**src/rtl/ptc_pwr_pkg.sv**
```systemverilog
// rtl/ptc_pwr_pkg.sv - shared constants, state encoding and priority helper for the VP12 power sequencer
package ptc_pwr_pkg;

    localparam int SEQ_W              = 2;
    localparam int MAX_CH             = 32;
    localparam int DEF_N_CH           = 6;
    localparam int DEF_STAGGER_CYCLES = 1000000;
    localparam int DEF_FILT_LEN       = 16;
    localparam int DEF_N_OT           = 3;

    typedef enum logic [SEQ_W-1:0] {
        IDLE = 2'd0,
        GAP  = 2'd1,
        TRIP = 2'd2
    } seq_state_e;

    // Isolates the lowest set bit; the result is one-hot or zero.
    function automatic logic [MAX_CH-1:0] lowest_set(input logic [MAX_CH-1:0] v);
        return v & (~v + MAX_CH'(1));
    endfunction

endpackage

```
**src/rtl/ptc_alert_filter.sv**
```systemverilog
// rtl/ptc_alert_filter.sv - alert synchronizer with gated consecutive-sample trip counter
module ptc_alert_filter
    import ptc_pwr_pkg::*;
#(
    parameter int FILT_LEN = DEF_FILT_LEN
) (
    input  logic clk,
    input  logic rst,
    input  logic alert,
    input  logic gate,
    output logic trip
);

    localparam int CW = $clog2(FILT_LEN + 1);
    localparam logic [CW-1:0] CNT_MAX = CW'(FILT_LEN);

    logic          alert_meta;
    logic          alert_sync;
    logic [CW-1:0] cnt;

    always_ff @(posedge clk or posedge rst) begin
        if (rst) begin
            alert_meta <= 1'b0;
            alert_sync <= 1'b0;
        end else begin
            alert_meta <= alert;
            alert_sync <= alert_meta;
        end
    end

    always_ff @(posedge clk or posedge rst) begin
        if (rst) begin
            cnt <= '0;
        end else if (!(alert_sync && gate)) begin
            cnt <= '0;
        end else if (cnt != CNT_MAX) begin
            cnt <= cnt + CW'(1);
        end
    end

    // Fires on the edge where the counter would reach FILT_LEN.
    assign trip = alert_sync & gate & (cnt == CNT_MAX - CW'(1));

endmodule

```
**src/rtl/ptc_vp12_pwr_seq.sv**
```systemverilog
// rtl/ptc_vp12_pwr_seq.sv - staggered 12 V channel enable sequencer with alert and over-temperature trips
module ptc_vp12_pwr_seq
    import ptc_pwr_pkg::*;
#(
    parameter int N_CH           = DEF_N_CH,
    parameter int STAGGER_CYCLES = DEF_STAGGER_CYCLES,
    parameter int FILT_LEN       = DEF_FILT_LEN,
    parameter int N_OT           = DEF_N_OT
) (
    input  logic             clk_axi,
    input  logic             rst,
    input  logic [N_CH-1:0]  ch_en_req,
    input  logic             clr_fault,
    input  logic [N_CH-1:0]  iv_alert,
    input  logic [N_OT-1:0]  over_temp,
    output logic [N_CH-1:0]  vp12_en,
    output logic [N_CH-1:0]  fault_ch,
    output logic             ot_fault,
    output logic             busy,
    output logic [SEQ_W-1:0] seq_state
);

    localparam int GAP_W = $clog2(STAGGER_CYCLES) + 1;
    localparam logic [GAP_W-1:0] GAP_LOAD = GAP_W'(STAGGER_CYCLES - 1);

    seq_state_e        state_q, state_d;
    logic [GAP_W-1:0]  gap_q, gap_d;
    logic [N_CH-1:0]   en_d, flt_d;
    logic              ot_d;
    logic [N_OT-1:0]   ot_meta, ot_sync;
    logic              ot_any;
    logic [N_CH-1:0]   trip_vec;
    logic [N_CH-1:0]   eligible;
    logic [N_CH-1:0]   turn_on;
    logic [MAX_CH-1:0] elig_w, pick;
    logic              unused_pick_hi;

    always_ff @(posedge clk_axi or posedge rst) begin
        if (rst) begin
            ot_meta <= '0;
            ot_sync <= '0;
        end else begin
            ot_meta <= over_temp;
            ot_sync <= ot_meta;
        end
    end

    assign ot_any = |ot_sync;

    for (genvar i = 0; i < N_CH; i++) begin : g_filt
        ptc_alert_filter #(
            .FILT_LEN (FILT_LEN)
        ) u_filt (
            .clk   (clk_axi),
            .rst   (rst),
            .alert (iv_alert[i]),
            .gate  (vp12_en[i]),
            .trip  (trip_vec[i])
        );
    end

    assign eligible       = ch_en_req & ~fault_ch & ~vp12_en & {N_CH{~ot_fault}};
    assign elig_w         = MAX_CH'(eligible);
    assign pick           = lowest_set(elig_w);
    assign turn_on        = pick[N_CH-1:0];
    assign unused_pick_hi = |(pick >> N_CH);

    always_comb begin
        state_d = state_q;
        gap_d   = gap_q;
        en_d    = vp12_en & ch_en_req & ~trip_vec;
        flt_d   = fault_ch | trip_vec;
        ot_d    = ot_fault;

        case (state_q)
            GAP: begin
                if (clr_fault) flt_d = trip_vec;
                if (gap_q == '0) state_d = IDLE;
                else             gap_d   = gap_q - GAP_W'(1);
            end
            TRIP: begin
                if (clr_fault && !ot_any) begin
                    ot_d    = 1'b0;
                    flt_d   = trip_vec;
                    state_d = IDLE;
                end
            end
            default: begin
                state_d = IDLE;
                if (clr_fault) flt_d = trip_vec;
                if (|eligible) begin
                    // turn_on is a subset of ch_en_req, so a same-cycle off request still wins
                    en_d    = en_d | turn_on;
                    gap_d   = GAP_LOAD;
                    state_d = GAP;
                end
            end
        endcase

        if (ot_any) begin
            en_d    = '0;
            ot_d    = 1'b1;
            flt_d   = fault_ch | trip_vec;
            gap_d   = '0;
            state_d = TRIP;
        end
    end

    always_ff @(posedge clk_axi or posedge rst) begin
        if (rst) begin
            state_q  <= IDLE;
            gap_q    <= '0;
            vp12_en  <= '0;
            fault_ch <= '0;
            ot_fault <= 1'b0;
        end else begin
            state_q  <= state_d;
            gap_q    <= gap_d;
            vp12_en  <= en_d;
            fault_ch <= flt_d;
            ot_fault <= ot_d;
        end
    end

    assign seq_state = state_q;
    assign busy      = ~rst & ((state_q != IDLE) | (|eligible));

endmodule

```
**config.mk**
```make
export PLATFORM = sky130hd
export DESIGN_NAME = ptc_vp12_pwr_seq
export DESIGN_NICKNAME = d
export VERILOG_FILES = /design/src/rtl/ptc_pwr_pkg.sv /design/src/rtl/ptc_alert_filter.sv /design/src/rtl/ptc_vp12_pwr_seq.sv
export SDC_FILE = /design/constraint.sdc
export NUM_CORES = 1
export LEC_CHECK = 0
export CAP_MARGIN = 40
export CORE_MARGIN = 5
export CORE_UTILIZATION = 62
export CTS_CLUSTER_SIZE = 20
export DETAILED_ROUTE_END_ITERATION = 8
export HOLD_SLACK_MARGIN = 0.12
export PLACE_DENSITY = 0.94
export SYNTH_ARGS = -nofsm -noshare
export SYNTH_HDL_FRONTEND = slang
export SYNTH_SLANG_ARGS = --single-unit
export TNS_END_PERCENT = 20
```
**constraint.sdc**
```tcl
create_clock -name clk_axi -period 5 [get_ports clk_axi]
set_input_delay 0.75 -clock clk_axi [delete_from_list [all_inputs] [get_ports clk_axi]]
set_output_delay 0.75 -clock clk_axi [all_outputs]
set_load 0.05 [all_outputs]
```
==> results of run 1 <==
==> critical path: stages <==
cell	delay [ns]
sky130_fd_sc_hd__clkdlybuf4s50_1	0.51
sky130_fd_sc_hd__nor4b_1	0.64
sky130_fd_sc_hd__nor4_2	0.18
sky130_fd_sc_hd__a31oi_1	0.25
sky130_fd_sc_hd__clkdlybuf4s50_1	0.84
==> state kept, by name, indices dropped and copies added (netlist names) <==
signal	count
seq_state	2
fault_ch	6
ot_sync	3
gap_q	21
ot_meta	3
g_filt.u_filt.alert_sync	6
vp12_en	6
g_filt.u_filt.alert_meta	6
g_filt.u_filt.cnt	30
ot_fault	1
==> final timing paths <==
path	from	to
max	ch_en_req[2]	busy
min	g_filt[2].u_filt.alert_meta	g_filt[2].u_filt.alert_sync
max reg2reg	seq_state[1]	gap_q[18]
min reg2reg	g_filt[2].u_filt.alert_meta	g_filt[2].u_filt.alert_sync
max in group asynchronous	rst	gap_q[12]
min in group asynchronous	rst	seq_state[1]
==> cell usage after synthesis, drive strengths merged (9+ instances only) <==
cell    instances  area share
dfrtp          84        0.50
nand2          29       0.026
inv            28       0.025
nor2           26       0.025
ha             23       0.068
nor3           22       0.027
nand3          14       0.017
a21oi          13       0.021
and3           13       0.019
a311oi          9       0.019
o21ai           9       0.011
xnor2           9       0.019
==> final cells by class <==
class / instances / area (sq um)
well taps: 80 / 100
flip-flops and latches: 84 / 2100
multi-input cells: 266 / 1940
clock buffers: 9 / 124
clock inverters: 7 / 73.8
fillers: 421 / 1870
repair buffers: 36 / 365
inverters: 28 / 106
==> report_power, final <==
part           leakage, nW  internal, mW  switching (mW)  total, mW
registers             1.12         0.687         0.00579      0.692
clock network        0.100         0.233           0.253      0.486
logic                0.912        0.0229          0.0335     0.0564
total                 2.13         0.943           0.293       1.24
==> cells by family after synthesis <==
kind of cell,count (synthesis),share of synthesized area
muxes,5,0.0119
buffers and inverters,39,0.0404
AOI/OAI and AO/OA,75,0.137
DFF,84,0.500
adders and majority gates,23,0.0684
and+or+nand+nor,148,0.211
xor gates and xnor gates,15,0.0312
==> per-stage QoR <==
stage	power (mW)	utilization	instances
after floorplan	0.735	-	389
after global placement	0.759	0.686	492
after detailed placement	0.763	0.690	494
after CTS	1.24	0.719	510
after global routing	1.28	0.719	510
final	1.24	0.719	510
==> layer usage <==
metal | wire, um | up-vias
li1 | - | 1499
met4 | 195 | 0
met1 | 3670 | 1580
met5 | 0 | -
met2 | 4360 | 107
met3 | 492 | 19
==> run summary, run 1 <==
The post-route cell area is 4810 sq um. At the worst endpoint, the required time is 4.25 ns. The length of the first detailed-routing pass in iterations is 5. The first-pass GRT wire length is 15.0 mm. The clock period minus final worst setup slack is 3.93 ns. The synthesis-to-finish area growth came out at 14.2%. The total placed instance area came out at 4610 sq um. STA puts the critical path data arrival time at 3.18 ns. The met1 demand-to-capacity share in global routing came out at 0.276. Clock tree synthesis selected as its root buffer the cell sky130_fd_sc_hd__clkbuf_8. The critical path in this run is classified as primary input to primary output. The proportion of register bits with asynchronous set or reset after synthesis is 1.00. After layout, the worst setup slack is 1.07 ns. The share of the clock period used by the worst path after layout is 0.786. The power density of the placed cells is 257 nW/um^2.

The static power due to leakage is 2.13 nW. The worst setup path is launched from a primary input. For this configuration, the core starts out at a cell density of 0.630. The average cell area after synthesis is 10.8 sq um. STA classifies the critical path endpoint as a primary output. The maximum root-to-sink buffer count is 2.

The number of nets in the layout is 466. VDD sags by at most 0.161 mV. The final weighted congestion of routability-driven global placement came out at 0.818. Post-CTS timing repair inserted 0 buffers for setup. The total of buffers placed on input and output ports came out at 33.

The highest clock rate is 0.254 GHz. The count of antenna diodes in the layout is 0. For this run, global-route usage on met3 was measured as 0.0544. The number of flops mapped to enable cells by yosys is 0. The global-route total usage across every layer came out at 0.221. The synthesized netlist cell count is 389.

Across the routed clock network, the largest skew measured is 0.0102 ns. The total of hold buffers inserted after clock tree synthesis came out at 0. The clock-pin slew reported for the worst setup and hold paths after clock tree synthesis is 0.08 ns. The total negative slack came out at 0 ns. The relative max-transition margin came out at 0.412. Once detailed placement completed, the half-perimeter wirelength came to 6.09 mm. The number of slew-limit violations in the final report is 0. The class of the most critical hold timing path is flop to flop. The violation count after the first detailed-route iteration is 253.

In this run, synthesis produced a sequential element count of 84. The number of nets handed over by synthesis was 430. The met2 usage came out at 0.367.

The maximum number of pins on one net before global-route repair came out at 37. The region available for standard cell placement spans 6680 sq um. The number of routed nets with antenna violations came out at 0. The total detailed-routing wirelength is 8.72 mm.

The hold violation total from the final report came out at 0. Setup repair after global routing left no endpoint under its margin. The boundary pin count is 34. Across all register-to-register paths, the minimum setup slack is 2.49 ns. TritonCTS built the clock tree. The final-layout worst hold slack came out at 0.353 ns.

Summing every instance area after synthesis gives 4210 sq um. The share of post-route cells with drive strength above 1 came out at 0.0907. The die covers 8530 sq um. Counting every sink on the clock net gives 84. The count of maximum capacitance violations came out at 0. Measured along the y axis, the die boundary spans 92.4 um. The number of instances on the worst hold path is 0.

The via count came out at 3205. At the later pin of the worst-skew pair, clock insertion delay measures 0.36 ns. The run finished with clean final reports. The maximum fanout count along the critical path came out at 3. The die is 92.4 um wide. met2 is the most crowded layer. The number of antenna violations at the first check in global routing was 0. The quantity of gates resized following cts is 0.

Timing analysis after detailed placement gives a worst setup slack of 1.16 ns. Leaving out fill and tap cells, the most frequent cells in the layout are 84 x sky130_fd_sc_hd__dfrtp_1, 33 x sky130_fd_sc_hd__clkdlybuf4s50_1, 29 x sky130_fd_sc_hd__nand2_1. The leftover overflow at the end of global routing came out at 0. The total number of yosys warnings came out at 0. The wire length per cell is 17.1 um.

The slew at the pin closest to its max-slew limit came out at 0.882 ns. The number of setup violations in the final report is 0. The post-route DRC violation count came out at 0.

TritonCTS created 9 clock buffers. The number of cells on the worst reg-to-reg path is 7. The number of distinct library cells after synthesis came out at 57.

The main flop type after synthesis is sky130_fd_sc_hd__dfrtp_1. The share of the Yosys chip area taken by registers is 0.500. The post-detailed-route via-to-cell ratio is 6.28.

Row generation in the floorplan step produced 30 rows. The number of global-route vias before repair came out at 3255. The H-tree was split into 3 levels. The library cell used most frequently in the layout, excluding fill and tap cells, is sky130_fd_sc_hd__dfrtp_1.
Note: power is estimated with default switching activity, not from simulation.
==> inputs of run 2 (changes only) <==
Settings changed: CORE_UTILIZATION 62 to 52, PLACE_DENSITY 0.94 to 0.85.
Clock period 5 ns to 3.4 ns, I/O delays scaled along.
==> run 2 against run 1 <==
Against the previous run:
- clock skew shrank 0.0036 ns
- final area rose by 2.0%
- routed wire length grew 3.3%
- cell count grew 4.5%
- first-iteration DRC count fell by 34%
- flip-flop and latch count is the same
- core utilization fell by 9.1 points
- critical path type unchanged
- count of clock-buffer cells in the layout rose by 2
- global-route usage fell by 2.9 points
- sequential share of layout area down 0.86 points
- via count fell by 0.97%
- highest routed layer unchanged
- sequential power up 47%
==> run summary, run 2 (synthesized netlist as in run 1, its figures left out) <==
The count of antenna diodes in the layout is 0 (unchanged). The number of nets in the layout came out at 467 (was 466). The cell row count is 32 (was 30). The category of the most critical setup path is primary input to primary output (unchanged). The startpoint of the worst-slack reg-to-reg timing path is seq_state[1] (unchanged). The clock period minus final worst setup slack is 2.88 ns.

The filler cell count in the final layout came out at 603 (was 421). The number of setup violations in the final report came out at 0 (unchanged). The startpoint of the worst hold path is g_filt[1].u_filt.alert_meta (was g_filt[2].u_filt.alert_meta). The critical path endpoint category is a primary output (unchanged).

The total half-perimeter wirelength after legalization and detailed placement came to 6.33 mm (was 6.09 mm). The share of post-route cells with drive strength above 1 is 0.0928 (was 0.0907). The total of buffers placed on input and output ports is 33 (unchanged). The deepest level of the CTS H-tree is 3 (unchanged). The maximum fanout count along the critical path is 4 (was 3). The static power due to leakage is 2.17 nW (was 2.13 nW). The type of origin of the critical path is a primary input (unchanged). The arrival time of the worst setup path is 2.37 ns (was 3.18 ns). The area of the die came out at 9990 sq um (was 8530 sq um).

The total negative slack came out at 0 ns (unchanged). The count of maximum capacitance violations is 0 (unchanged). The total of hold buffers inserted after clock tree synthesis is 0 (unchanged). The height of the die is 100 um (was 92.4 um). The clock skew after layout is 0.00651 ns (was 0.0102 ns). The source-to-sink clock delay at the later pin of the worst-skew pair came out at 0.35 ns (was 0.36 ns). Biggest registers after layout: g_filt.u_filt.cnt x30, gap_q x21 (unchanged). The most common library cell in the layout ignoring fill and taps is sky130_fd_sc_hd__dfrtp_1 (unchanged). The class of the most critical hold timing path is flop to flop (unchanged). The global-route total usage across every layer is 0.192 (was 0.221). The violation count after the first detailed-route iteration came to 167 (was 253). Setup repair after global routing missed its margin: no (unchanged). The power density of the placed cells is 403 nW/um^2 (was 257 nW/um^2). The maximum number of pins on one net before global-route repair came out at 65 (was 37). The initial cell density of the core is 0.539 (was 0.630). The flip-flop count of the largest register, all copies and words added is 30 (unchanged). The hold violation total from the final report came to 0 (unchanged). The peak supply drop came out at 0.212 mV (was 0.161 mV).

The number of buffers inserted by post-CTS setup repair is 0 (unchanged). The boundary pin count is 34 (unchanged). The post-detailed-route via-to-cell ratio came out at 5.95 (was 6.28). The total placed instance area is 4650 sq um (was 4610 sq um). The first-pass GRT wire length came to 15.2 mm (was 15.0 mm). The relative max-transition margin came out at 0.410 (was 0.412). The quantity of gates resized following cts came to 0 (unchanged). Based on the critical path, the design can be clocked at up to 0.347 GHz.

The clock tree from TritonCTS was done (unchanged). Outcome: complete, no violations (unchanged). The critical path startpoint was ch_en_req[4] (was ch_en_req[2]).

The leftover overflow at the end of global routing came to 0 (unchanged). The root buffer cell is sky130_fd_sc_hd__clkbuf_8 (unchanged). Commonest cells after routing, fill and taps aside: 84 x sky130_fd_sc_hd__dfrtp_1, 32 x sky130_fd_sc_hd__clkdlybuf4s50_1, 29 x sky130_fd_sc_hd__nand2_1 (was 84 x sky130_fd_sc_hd__dfrtp_1, 33 x sky130_fd_sc_hd__clkdlybuf4s50_1, 29 x sky130_fd_sc_hd__nand2_1). The share of the clock period used by the worst path after layout is 0.848. The via count is 3174 (was 3205). The synthesis-to-finish area growth is 16.5% (was 14.2%). The number of instances on the worst hold path came out at 0 (unchanged). The number of sinks handled by clock tree synthesis is 84 (unchanged).

The post-route DRC violation count came out at 0 (unchanged). The wire length per cell is 16.9 um (was 17.1 um). The final-layout worst hold slack was 0.352 ns (was 0.353 ns).

The post-route cell area is 4900 sq um (was 4810 sq um). The number of antenna violations at the first check in global routing was 0 (unchanged). The maximum root-to-sink buffer count came out at 2 (unchanged). The core area is 7810 sq um (was 6680 sq um). The width of the chip is 100 um (was 92.4 um). The final weighted congestion of routability-driven global placement is 0.833 (was 0.818). The clock-pin slew reported for the worst setup and hold paths after clock tree synthesis came out at 0.08 ns (about the same). The worst path required time is 2.89 ns (was 4.25 ns). The number of slew-limit violations in the final report came out at 0 (unchanged). The number of global-route vias before repair came out at 3189 (was 3255). The number of routed nets with antenna violations came out at 0 (unchanged).

The register name with the most flops is g_filt.u_filt.cnt (unchanged). The length of the first detailed-routing pass in iterations came out at 4 (was 5). The number of cells on the worst reg-to-reg path is 6 (was 7). The total detailed-routing wirelength is 9.01 mm (was 8.72 mm).

The number of CTS-inserted buffers is 9 (unchanged). The slew at the pin closest to its max-slew limit came out at 0.880 ns (was 0.882 ns).
[run 2: final timing paths]
kind                            slack (ns)                           to
worst max-delay path                  0.52                         busy
worst min-delay path                  0.35  g_filt[1].u_filt.alert_sync
worst max register to register        0.87                     gap_q[6]
worst min register to register        0.35  g_filt[1].u_filt.alert_sync
max in group asynchronous             2.25      g_filt[3].u_filt.cnt[1]
min in group asynchronous             0.49                  fault_ch[5]
[run 2: power by group]
part	switching, mW	internal [mW]	total [mW]
Clock	0.358	0.512	0.870
Sequential	0.00817	1.01	1.02
Combinational	0.0506	0.0354	0.0860
Total	0.417	1.56	1.97
[run 2: cell type report]
class / count / area [sq um] / share of cell area
Sequential cell: 84 / 2100 / 0.429
Inverter: 28 / 106 / 0.0217
Clock buffer: 11 / 141 / 0.0288
Timing Repair Buffer: 37 / 383 / 0.0781
Clock inverter: 5 / 108 / 0.0219
Tap cell: 102 / 128 / 0.0260
Multi-Input combinational cell: 266 / 1940 / 0.395
[run 2: metrics by stage]
stage,setup WS [ns],util,power (mW),instances
floorplan,0.642,-,1.08,389
global placement,0.715,0.596,1.12,517
detailed placement,0.633,0.596,1.12,517
CTS,0.532,0.628,1.99,533
global route,0.348,0.628,2.04,533
finish,0.517,0.628,1.97,533
[run 2: critical path, cell delays in order]
cell	delay, ns
sky130_fd_sc_hd__clkdlybuf4s50_1	0.49
sky130_fd_sc_hd__nor4b_1	0.68
sky130_fd_sc_hd__nor2_1	0.15
sky130_fd_sc_hd__a31oi_1	0.36
sky130_fd_sc_hd__buf_12	0.19
[run 2: metal layers]
layer | vias to the layer above | global-route usage | part of all wire
li1 | 1502 | - | -
met1 | 1563 | 0.243 | 0.43
met2 | 95 | 0.320 | 0.50
met3 | 14 | 0.0473 | 0.053
met4 | 0 | 0.0704 | 0.018
met5 | - | 0 | 0
==> inputs of run 3 (changes only) <==
Clock period 3.4 ns to 2.5 ns, I/O delays scaled along.
==> run 3 against run 2 <==
Against the previous run:
- via count fell by 0.60%
- cell count increased by 1.9%
- first-iteration DRC count increased by 43%
- count of clock-buffer cells in the layout grew 1
- sequential power up 35%
- final area up 0.74%
- worst setup slack worse by 0.37 ns
- non-clock buffer count increased by 10
- clock skew down 0.00099 ns
- critical endpoint unchanged
- largest power group unchanged
==> run summary, run 3 (synthesized netlist as in run 1, its figures left out) <==
Outcome: complete, no violations (unchanged). The wire length per cell is 15.8 um (was 16.9 um). The number of buffers inserted by post-CTS setup repair is 0 (unchanged). The clock tree from TritonCTS is done (unchanged). The top cell family by delay on the critical path was buffers and inverters (was simple AND/OR/NAND/NOR gates).

The width of the chip is 100 um (unchanged). The hold violation total from the final report came out at 0 (unchanged). The count of buffer and inverter cells on the critical path came out at 3 (was 2). The setup slack on the worst flop-to-flop path is 0.25 ns (was 0.87 ns). The type of origin of the critical path was a flop (was primary input).

The via count came to 3155 (was 3174). The number of routed nets with antenna violations is 0 (unchanged). The initial cell density of the core is 0.539 (unchanged). Biggest registers after layout: g_filt.u_filt.cnt x30, gap_q x21 (unchanged).

The area of the die came to 9990 sq um (unchanged). The total placed instance area came out at 4730 sq um (was 4650 sq um). The boundary pin count was 34 (unchanged). The height of the die is 100 um (unchanged). The clock period minus final worst setup slack is 2.35 ns. The number of instances on the worst hold path is 0 (unchanged). The worst hold path endpoint is ot_sync[1] (was g_filt[1].u_filt.alert_sync). The critical path endpoint category was a primary output (unchanged).

The number of global-route vias before repair came out at 3179 (was 3189). The number of placed instances with taps included came out at 527 (was 517). The leftover overflow at the end of global routing came out at 0 (unchanged). The slew at the pin closest to its max-slew limit came out at 0.764 ns (was 0.880 ns). Based on the critical path, the design can be clocked at up to 0.425 GHz. The length of the first detailed-routing pass in iterations is 4 (unchanged).

The count of maximum capacitance violations came out at 0 (unchanged). The number of nets in the layout is 477 (was 467). The number of cells on the worst reg-to-reg path is 8 (was 6). The post-detailed-route via-to-cell ratio is 5.81 (was 5.95). The final-layout worst hold slack came out at 0.353 ns (was 0.352 ns). The destination of the worst register-to-register timing path is gap_q[6] (unchanged).

The flip-flop count of the largest register, all copies and words added is 30 (unchanged). The clock-pin slew reported for the worst setup and hold paths after clock tree synthesis is 0.08 ns (about the same). The number of CTS-inserted buffers came out at 9 (unchanged).

The maximum fanout count along the critical path came out at 8 (was 4). The number of antenna violations at the first check in global routing is 0 (unchanged). The total of buffers placed on input and output ports is 33 (unchanged). The post-route cell area is 4940 sq um (was 4900 sq um). The maximum number of pins on one net before global-route repair was 31 (was 65). The source-to-sink clock delay at the later pin of the worst-skew pair came out at 0.35 ns (about the same). The power density of the placed cells is 505 nW/um^2 (was 403 nW/um^2). The total power draw came out at 2.49 mW (was 1.97 mW). Setup repair after global routing missed its margin: no (unchanged). The root buffer cell is sky130_fd_sc_hd__clkbuf_8 (unchanged). The total half-perimeter wirelength after legalization and detailed placement is 6.23 mm (was 6.33 mm). The category of the most critical setup path is flop to primary output (was primary input to primary output).

The number of sinks handled by clock tree synthesis is 84 (unchanged). The final weighted congestion of routability-driven global placement came out at 0.811 (was 0.833). Cell chain of the critical path: nor4b_1, buf_4, nor4_2, buf_4, a31oi_2, buf_12 (was clkdlybuf4s50_1, nor4b_1, nor2_1, a31oi_1, buf_12). The most common library cell in the layout ignoring fill and taps is sky130_fd_sc_hd__dfrtp_1 (unchanged). The violation count after the first detailed-route iteration came to 238 (was 167). The core area came out at 7810 sq um (unchanged). The peak supply drop is 0.345 mV (was 0.212 mV). The total of hold buffers inserted after clock tree synthesis is 0 (unchanged). The cell row count came out at 32 (unchanged). The share of post-route cells with drive strength above 1 came to 0.122 (was 0.0928). The global-route total usage across every layer came to 0.187 (was 0.192). The register name with the most flops is g_filt.u_filt.cnt (unchanged). The count of antenna diodes in the layout came out at 0 (unchanged). The number of slew-limit violations in the final report is 0 (unchanged).

The deepest level of the CTS H-tree came out at 3 (unchanged). The total detailed-routing wirelength was 8.60 mm (was 9.01 mm). The static power due to leakage is 2.19 nW (was 2.17 nW). The most used cell along the critical path is sky130_fd_sc_hd__buf_4. The quantity of gates resized following cts is 0 (unchanged). The arrival time of the worst setup path came to 1.98 ns (was 2.37 ns). The first-pass GRT wire length came to 15.1 mm (was 15.2 mm). The slowest stage cell on the critical path is sky130_fd_sc_hd__dfrtp_2 (was sky130_fd_sc_hd__nor4b_1). The startpoint of the worst-slack reg-to-reg timing path is gap_q[0] (was seq_state[1]). The startpoint of the worst hold path is ot_meta[1] (was g_filt[1].u_filt.alert_meta). Commonest cells after routing, fill and taps aside: 83 x sky130_fd_sc_hd__dfrtp_1, 32 x sky130_fd_sc_hd__clkdlybuf4s50_1, 29 x sky130_fd_sc_hd__nand2_1 (was 84 x sky130_fd_sc_hd__dfrtp_1, 32 x sky130_fd_sc_hd__clkdlybuf4s50_1, 29 x sky130_fd_sc_hd__nand2_1). The clock skew after layout is 0.00552 ns (was 0.00651 ns). The total negative slack is 0 ns (unchanged). The share of the clock period used by the worst path after layout is 0.942. The post-route DRC violation count is 0 (unchanged). The post-route non-filler standard cell count came out at 543 (was 533). The delay of the slowest critical-path stage is 0.50 ns (was 0.68 ns). The class of the most critical hold timing path was flop to flop (unchanged).

The maximum root-to-sink buffer count is 2 (unchanged). The synthesis-to-finish area growth was 17.4% (was 16.5%). The number of setup violations in the final report is 0 (unchanged). The relative max-transition margin came out at 0.486 (was 0.410). The worst path required time is 2.12 ns (was 2.89 ns).
==> run 3: cell type report <==
type,instances,area [sq um]
flip-flops and latches,84,2100
fillers,594,2870
inverters,28,109
clock buffers,12,155
multi-input cells,266,1950
well taps,102,128
repair buffers,47,445
clock inverters,4,47.5
==> run 3: report_power, final <==
| part | internal, mW | switching, mW |
|---|---|---|
| logic | 0.0519 | 0.0697 |
| registers | 1.37 | 0.0112 |
| clock network | 0.513 | 0.474 |
| total | 1.94 | 0.555 |
==> run 3: how the worst max path moves through the flow <==
stage / end / slack (ns) / cells past startpoint / from
4_1_cts: busy / 0.03 / 6 / ot_fault
3_5_place_dp: gap_q[18] / 0.05 / 7 / gap_q[0]
3_3_place_gp: gap_q[7] / 0.12 / 8 / ch_en_req[5]
2_1_floorplan: busy / 0.20 / 3 / ot_fault
5_1_grt: busy / 0.05 / 6 / ot_fault
6_report: busy / 0.15 / 6 / ot_fault
==> run 3: worst reg2reg max path, cell delays in order (launching register included) <==
cell and delay [ns]:
sky130_fd_sc_hd__dfrtp_1 0.45, sky130_fd_sc_hd__inv_1 0.13, sky130_fd_sc_hd__ha_1 0.17, sky130_fd_sc_hd__nor4b_2 0.40, sky130_fd_sc_hd__and3_1 0.30, sky130_fd_sc_hd__a211oi_1 0.10, sky130_fd_sc_hd__buf_4 0.17, sky130_fd_sc_hd__and3_1 0.17
sky130_fd_sc_hd__a221o_1 0.25
==> run 3: metrics by stage <==
stage | worst slack [ns] | util
after floorplan | 0.200 | -
after global placement | 0.125 | 0.605
after detailed placement | 0.0526 | 0.605
after CTS | 0.0322 | 0.631
after global routing | 0.0508 | 0.633
final | 0.145 | 0.633
==> run 3: per-layer routing <==
| layer | part of all wire | routed length (um) | up-vias | global-route usage |
|---|---|---|---|---|
| met1 | 0.44 | 3820 | 1520 | 0.247 |
| met4 | 0.020 | 172 | 0 | 0.0788 |
| met3 | 0.060 | 515 | 14 | 0.0396 |
| met5 | 0 | 0 | - | 0 |
| met2 | 0.48 | 4090 | 99 | 0.299 |
| li1 | - | - | 1522 | - |
